===== src/rtl/toy_bus_pkg.sv =====
// ToyBusReq field widths, flattened payload width and pack/unpack helpers.
package toy_bus_pkg;

  localparam int ADDR_W    = 32;
  localparam int STRB_W    = 32;
  localparam int DATA_W    = 256;
  localparam int SRCID_W   = 4;
  localparam int TGTID_W   = 4;
  localparam int SB_W      = 32;
  localparam int REQ_PLD_W = ADDR_W + STRB_W + DATA_W + 1 + SRCID_W + TGTID_W + SB_W;

  localparam int REQ_FIFO_DEPTH = 2;

  typedef struct packed {
    logic [ADDR_W-1:0]  addr;
    logic [STRB_W-1:0]  strb;
    logic [DATA_W-1:0]  data;
    logic               opcode;
    logic [SRCID_W-1:0] src_id;
    logic [TGTID_W-1:0] tgt_id;
    logic [SB_W-1:0]    sideband;
  } req_t;

  function automatic logic [REQ_PLD_W-1:0] req_pack(input req_t r);
    return {r.addr, r.strb, r.data, r.opcode, r.src_id, r.tgt_id, r.sideband};
  endfunction

  function automatic req_t req_unpack(input logic [REQ_PLD_W-1:0] p);
    req_t r;
    {r.addr, r.strb, r.data, r.opcode, r.src_id, r.tgt_id, r.sideband} = p;
    return r;
  endfunction

endpackage


===== src/rtl/toy_bus_rr_hold_arb.sv =====
// 3-way round-robin arbiter with a bounded same-requester hold.
module toy_bus_rr_hold_arb
  import toy_bus_pkg::*;
#(
  parameter int MAX_HOLD = 2
) (
  input  logic       clk_i,
  input  logic       rst_i,
  input  logic [2:0] vld_i,
  input  logic       space_i,
  output logic [2:0] gnt_o,
  output logic [1:0] win_o,
  output logic       acc_o
);

  localparam int HW = (MAX_HOLD > 1) ? $clog2(MAX_HOLD) : 1;
  localparam logic [HW-1:0] HOLD_MAX = HW'(MAX_HOLD - 1);

  logic [1:0]    last_q, last_d;
  logic [HW-1:0] hold_q, hold_d;
  // The reset value of last_grant is only a rotation pointer (so in0 wins
  // first); the hold rule must not extend a grant that never happened.
  logic          started_q, started_d;
  logic          keep;
  logic [1:0]    win;
  logic          acc;

  function automatic logic [1:0] rr_add(input logic [1:0] base, input int off);
    int s;
    s = int'(base) + off;
    if (s >= 3) s = s - 3;
    if (s >= 3) s = s - 3;
    return 2'(s);
  endfunction

  // Grant selection and next-state for the hold tracking.
  always_comb begin
    keep = started_q && vld_i[last_q] && (hold_q < HOLD_MAX);
    win  = last_q;
    if (!keep) begin
      for (int i = 3; i >= 1; i--) begin
        if (vld_i[rr_add(last_q, i)]) win = rr_add(last_q, i);
      end
    end
    acc       = space_i && (|vld_i) && !rst_i;
    last_d    = last_q;
    hold_d    = hold_q;
    started_d = started_q;
    if (acc) begin
      started_d = 1'b1;
      if (started_q && (win == last_q)) begin
        if (hold_q < HOLD_MAX) hold_d = hold_q + HW'(1);
      end else begin
        hold_d = '0;
        last_d = win;
      end
    end
  end

  // Arbitration state registers.
  always_ff @(posedge clk_i) begin
    if (rst_i) begin
      last_q    <= 2'd2;
      hold_q    <= '0;
      started_q <= 1'b0;
    end else begin
      last_q    <= last_d;
      hold_q    <= hold_d;
      started_q <= started_d;
    end
  end

  assign win_o = win;
  assign acc_o = acc;
  assign gnt_o = acc ? (3'b001 << win) : 3'b000;

endmodule


===== src/rtl/toy_bus_arb_node_rr_req.sv =====
// ToyBusReq 3:1 merge node: hold-bounded round-robin into a 2-entry output FIFO.
module toy_bus_arb_node_rr_req
  import toy_bus_pkg::*;
#(
  parameter int MAX_HOLD   = 2,
  parameter int FIFO_DEPTH = REQ_FIFO_DEPTH
) (
  input  logic                 clk,
  input  logic                 rst,
  input  logic                 in0_vld,
  output logic                 in0_rdy,
  input  logic [ADDR_W-1:0]    in0_addr,
  input  logic [STRB_W-1:0]    in0_strb,
  input  logic [DATA_W-1:0]    in0_data,
  input  logic                 in0_opcode,
  input  logic [SRCID_W-1:0]   in0_src_id,
  input  logic [TGTID_W-1:0]   in0_tgt_id,
  input  logic [SB_W-1:0]      in0_sideband,
  input  logic                 in1_vld,
  output logic                 in1_rdy,
  input  logic [ADDR_W-1:0]    in1_addr,
  input  logic [STRB_W-1:0]    in1_strb,
  input  logic [DATA_W-1:0]    in1_data,
  input  logic                 in1_opcode,
  input  logic [SRCID_W-1:0]   in1_src_id,
  input  logic [TGTID_W-1:0]   in1_tgt_id,
  input  logic [SB_W-1:0]      in1_sideband,
  input  logic                 in2_vld,
  output logic                 in2_rdy,
  input  logic [ADDR_W-1:0]    in2_addr,
  input  logic [STRB_W-1:0]    in2_strb,
  input  logic [DATA_W-1:0]    in2_data,
  input  logic                 in2_opcode,
  input  logic [SRCID_W-1:0]   in2_src_id,
  input  logic [TGTID_W-1:0]   in2_tgt_id,
  input  logic [SB_W-1:0]      in2_sideband,
  output logic                 out0_vld,
  input  logic                 out0_rdy,
  output logic [ADDR_W-1:0]    out0_addr,
  output logic [STRB_W-1:0]    out0_strb,
  output logic [DATA_W-1:0]    out0_data,
  output logic                 out0_opcode,
  output logic [SRCID_W-1:0]   out0_src_id,
  output logic [TGTID_W-1:0]   out0_tgt_id,
  output logic [SB_W-1:0]      out0_sideband
);

  req_t                 in_req [3];
  logic [REQ_PLD_W-1:0] win_pld;
  logic [REQ_PLD_W-1:0] mem_q [2];
  logic                 wr_q, wr_d, rd_q, rd_d;
  logic [1:0]           count_q, count_d;
  logic                 space, push, pop;
  logic [2:0]           gnt;
  logic [1:0]           win;
  req_t                 head;

  assign in_req[0] = '{in0_addr, in0_strb, in0_data, in0_opcode, in0_src_id, in0_tgt_id, in0_sideband};
  assign in_req[1] = '{in1_addr, in1_strb, in1_data, in1_opcode, in1_src_id, in1_tgt_id, in1_sideband};
  assign in_req[2] = '{in2_addr, in2_strb, in2_data, in2_opcode, in2_src_id, in2_tgt_id, in2_sideband};

  // Space is judged on registered count only, so a pop never enables a same-cycle push.
  assign space = int'(count_q) < FIFO_DEPTH;

  toy_bus_rr_hold_arb #(.MAX_HOLD(MAX_HOLD)) u_arb (
    .clk_i   (clk),
    .rst_i   (rst),
    .vld_i   ({in2_vld, in1_vld, in0_vld}),
    .space_i (space),
    .gnt_o   (gnt),
    .win_o   (win),
    .acc_o   (push)
  );

  assign in0_rdy = gnt[0];
  assign in1_rdy = gnt[1];
  assign in2_rdy = gnt[2];

  // Winner payload mux.
  always_comb begin
    win_pld = req_pack(in_req[0]);
    case (win)
      2'd1:    win_pld = req_pack(in_req[1]);
      2'd2:    win_pld = req_pack(in_req[2]);
      default: ;
    endcase
  end

  // FIFO pointer and occupancy next-state.
  always_comb begin
    pop  = (count_q != 2'd0) && out0_rdy;
    wr_d = wr_q ^ push;
    rd_d = rd_q ^ pop;
    case ({push, pop})
      2'b10:   count_d = count_q + 2'd1;
      2'b01:   count_d = count_q - 2'd1;
      default: count_d = count_q;
    endcase
  end

  // FIFO control registers; reset discards any buffered beats.
  always_ff @(posedge clk) begin
    if (rst) begin
      wr_q    <= 1'b0;
      rd_q    <= 1'b0;
      count_q <= 2'd0;
    end else begin
      wr_q    <= wr_d;
      rd_q    <= rd_d;
      count_q <= count_d;
    end
  end

  // FIFO storage; contents are don't-care while the entry is empty.
  always_ff @(posedge clk) begin
    if (push) mem_q[wr_q] <= win_pld;
  end

  assign head          = req_unpack(mem_q[rd_q]);
  assign out0_vld      = count_q != 2'd0;
  assign out0_addr     = head.addr;
  assign out0_strb     = head.strb;
  assign out0_data     = head.data;
  assign out0_opcode   = head.opcode;
  assign out0_src_id   = head.src_id;
  assign out0_tgt_id   = head.tgt_id;
  assign out0_sideband = head.sideband;

endmodule


===== config.mk =====
export PLATFORM = sky130hd
export DESIGN_NAME = toy_bus_arb_node_rr_req
export DESIGN_NICKNAME = d
export VERILOG_FILES = /design/src/rtl/toy_bus_pkg.sv /design/src/rtl/toy_bus_rr_hold_arb.sv /design/src/rtl/toy_bus_arb_node_rr_req.sv
export SDC_FILE = /design/constraint.sdc
export NUM_CORES = 1
export LEC_CHECK = 0
export BUFFER_PORTS_ARGS = -buffer_cell sky130_fd_sc_hd__buf_2
export CAP_MARGIN = 20
export CORE_AREA = 2 2 567 569
export CTS_BUF_LIST = sky130_fd_sc_hd__clkbuf_4
export DETAILED_ROUTE_END_ITERATION = 7
export DIE_AREA = 0 0 569 571
export MAX_ROUTING_LAYER = met4
export PLACE_DENSITY = 0.3
export SETUP_SLACK_MARGIN = 0.15
export SYNTH_ARGS = -nofsm -noshare
export SYNTH_HDL_FRONTEND = slang
export SYNTH_HIERARCHICAL = 1
export SYNTH_SLANG_ARGS = --single-unit
export TNS_END_PERCENT = 1

===== constraint.sdc =====
create_clock -name clk -period 12.6 [get_ports clk]
set_input_delay 1.89 -clock clk [delete_from_list [all_inputs] [get_ports clk]]
set_output_delay 1.89 -clock clk [all_outputs]
set_load 0.01 [all_outputs]

==> summary.txt <==
P&R area growth vs syn -> 43.7%
Critical path cell sequence -> buf_4 > buf_4 > mux2_2 > buf_2
Largest net degree at the start of global routing -> 164
Synth async-reset ratio -> 0%
Worst path buffer plus inverter count -> 3
Worst Path Required -> 10.71 ns
GRT overflow -> 0
Starting DRT DRC Count -> 1846
R2R cell count -> 13
Setup slack, reg-to-reg -> 7.27 ns
Gpl congestion -> 0.950
Sequential-to-total area share from yosys stat -> 63.9%
DRT Wirelength -> 220000 um
Setup tns final -> 0 ns
TritonCTS Sinks -> 730
# setup viols final -> 0
Final Hold Vio Count -> 0
Clk_skew -> 0.155 ns
Critical path type -> reg -> out
# rows -> 208
Crit path max-delay cell type -> dfxtp_4
Most frequent cells in the layout -> buf_2 (1453), edfxtp_1 (722), nand2_1 (367), o21ai_0 (367), a22oi_1 (361)
Hold Path Origin -> u_arb/hold_q$_SDFFE_PP0P_
Hold Buf Count CTS -> 0
Avg Synthesized Cell Area -> 13.9 um2
CP most frequent cell -> buf_4
Mapped cell area -> 34200 um2
Power Dens Cells -> 373 nW/um2
Final ANT Viol Nets -> 0
Final Critical Period -> 6.38 ns
Cts repair resizes -> 0
Final-stage net count -> 5087
Ratio of cells with drive above 1 in the final layout -> 53.4%
WL/cell -> 26.0 um
DRC viols -> 0
Die Span X -> 569 um
Max Cap Viol -> 0
TritonCTS buffer count -> 234
Vias -> 28706
I/O Buffers -> 1453
WHS Endpoint -> u_arb/hold_q$_SDFFE_PP0P_
Leak pwr -> 18.7 nW
Most used DFF post-synth -> edfxtp_1
Status -> complete, no violations
Vias per cell -> 3.40
# Post-CTS Setup Buffers -> 0
CORE AREA -> 319000 um2
Post-Syn Nets -> 3563
Cell Count, Final, Fillers Out -> 8450
Yosys cell types -> 43
RSZ-0062 raised after global routing -> false
Least-Margin Pin Slew -> 1.21 ns
Crit end category -> output pin
# IOs -> 1454
R2R Path Start -> u_arb/last_q[0]$_SDFFE_PP0P_
Global Route Usage Sum -> 13.2%
Starting Density -> 10.7%
Yosys warns -> 6
Fillers -> 35987
Total power -> 0.0183 W
Latest clock arrival within the worst-skew pair -> 1.26 ns
Max-slew violations -> 0
CP top delay family -> buffers and inverters
Syn Inst Count -> 2466
Commonest non-fill, non-tap cell in the layout -> buf_2
Critical Path AT -> 4.49 ns
Worst setup SP type -> flip-flop
H-tree levels -> 4
Worst Hold Path Cells -> 2
First-pass GRT wire length -> 278000 um
CP max stage delay -> 0.91 ns
Yosys reg bits -> 730
CP Depth -> 4
Detailed placer's ending HPWL -> 177000 um
Initial antenna violation count -> 177
Max Root-Sink Buffers -> 4
Fin Hold WS -> 0.493 ns
Placed cells -> 7954
Worst hold path type -> reg -> reg
Reg clk slew, reported paths -> 0.07 ns
Max Fanout on Critical Path -> 49
R2r endpoint -> mem_q[1][228]$_DFFE_PP_
DRT Pass-1 Iters -> 5
Die footprint -> 325000 um2
CTS tree -> built
Die height -> 571 um
Fmax -> 157 MHz
Relative slew slack -> 19.1%
Worst vdd ir -> 0.645 mV
Final period utilization -> 50.6%
Vias in the first global route -> 29174
Number of synthesized flops with an enable pin -> 722
Root buf cell -> clkbuf_4
## kinds of logic (layout without fill, tap and decap cells)
logic type	count (synthesis)	count (layout)	share of synthesized area, %
adder cells (fa/ha/maj)	8	8	0.293
flip-flops	730	730	63.9
other	0	100	0
AND/OR/NAND/NOR	395	395	4.46
AO/OA/AOI/OAI	752	752	13.9
multiplexers	362	362	13.9
XOR/XNOR	3	3	0.0769
buffers and inverters	216	1900	3.51
## area by class of cell
type | count | area (um2) | area share [%]
repair buffers | 1490 | 7690 | 15.6
clock inverters | 67 | 363 | 0.739
multi-input cells | 1520 | 11200 | 22.8
inverters | 14 | 52.6 | 0.107
flip-flops and latches | 730 | 21800 | 44.5
well taps | 4200 | 5260 | 10.7
diodes | 100 | 250 | 0.509
clock buffers | 329 | 2470 | 5.03
## synth_stat cells, types with 2 or more instances
master	n	share of area, %
edfxtp_1	722	63
nand2_1	367	4.0
o21ai_0	367	5.4
a22oi_1	361	7.9
mux2_2	181	6.0
mux2_4	180	7.9
buf_2	107	1.6
clkbuf_1	48	0.53
buf_4	26	0.57
buf_6	21	0.69
inv_1	14	0.15
a21oi_1	8	0.12
dfxtp_1	8	0.47
ha_1	8	0.29
nor2_1	8	0.088
nand3_1	4	0.059
nor3_1	4	0.059
nand2b_1	2	0.037
nor2b_1	2	0.037
o21a_1	2	0.044
o221ai_2	2	0.088
or3_1	2	0.037
xnor2_1	2	0.051
## sequential cells by signal, summed over array words and instances, names as in the netlist
| name | count |
|---|---|
| mem_q | 722 |
| count_q | 2 |
| u_arb/last_q | 2 |
| rd_q | 1 |
| u_arb/hold_q | 1 |
| u_arb/started_q | 1 |
| wr_q | 1 |
## power by group
group	leakage (nW)	internal [W]	total, W	switching (W)
clock	1.69	0.00122	0.00240	0.00118
combinational	10.1	0.00315	0.0107	0.00750
sequential	6.89	0.00505	0.00529	0.000239
## metrics by stage
| stage | area [um2] | util [%] | setup slack, ns |
|---|---|---|---|
| 6_report | 49100 | 15.4 | 6.22 |
| 5_1_grt | 49100 | 15.4 | 5.75 |
| 4_1_cts | 48900 | 15.3 | 5.74 |
| 3_5_place_dp | 46000 | 14.4 | 6.64 |
| 3_3_place_gp | 46000 | 14.4 | 6.57 |
| 2_1_floorplan | 34200 | - | 1.19 |
## metal layers
layer  vias to the layer above  part of all wire (%)  track usage, %
li1                      12897                     -               -
met1                     13866                    41            15.2
met2                      1574                    43            19.7
met3                       369                    13            7.34
met4                         0                   2.8            3.63
met5                         -                     0               -
## worst max-delay path by stage
stage                                from                      end
after global routing      rd_q$_SDFF_PP0_           out0_data[111]
after global placement            in1_vld  mem_q[0][263]$_DFFE_PP_
after detailed placement          in1_vld  mem_q[0][217]$_DFFE_PP_
after CTS                 rd_q$_SDFF_PP0_           out0_data[111]
after floorplan                   in2_vld    mem_q[1][0]$_DFFE_PP_
final                     rd_q$_SDFF_PP0_           out0_data[111]
## worst reg2reg max path, delay by kind of cell (launching register included)
family                     cells  cell delay (ns)
AOI/OAI and AO/OA              4             1.05
DFF                            1             0.54
adders and majority gates      2             1.15
and+or+nand+nor                2             0.43
buffers and inverters          5             1.78
Power figures use the tool's default switching activity.
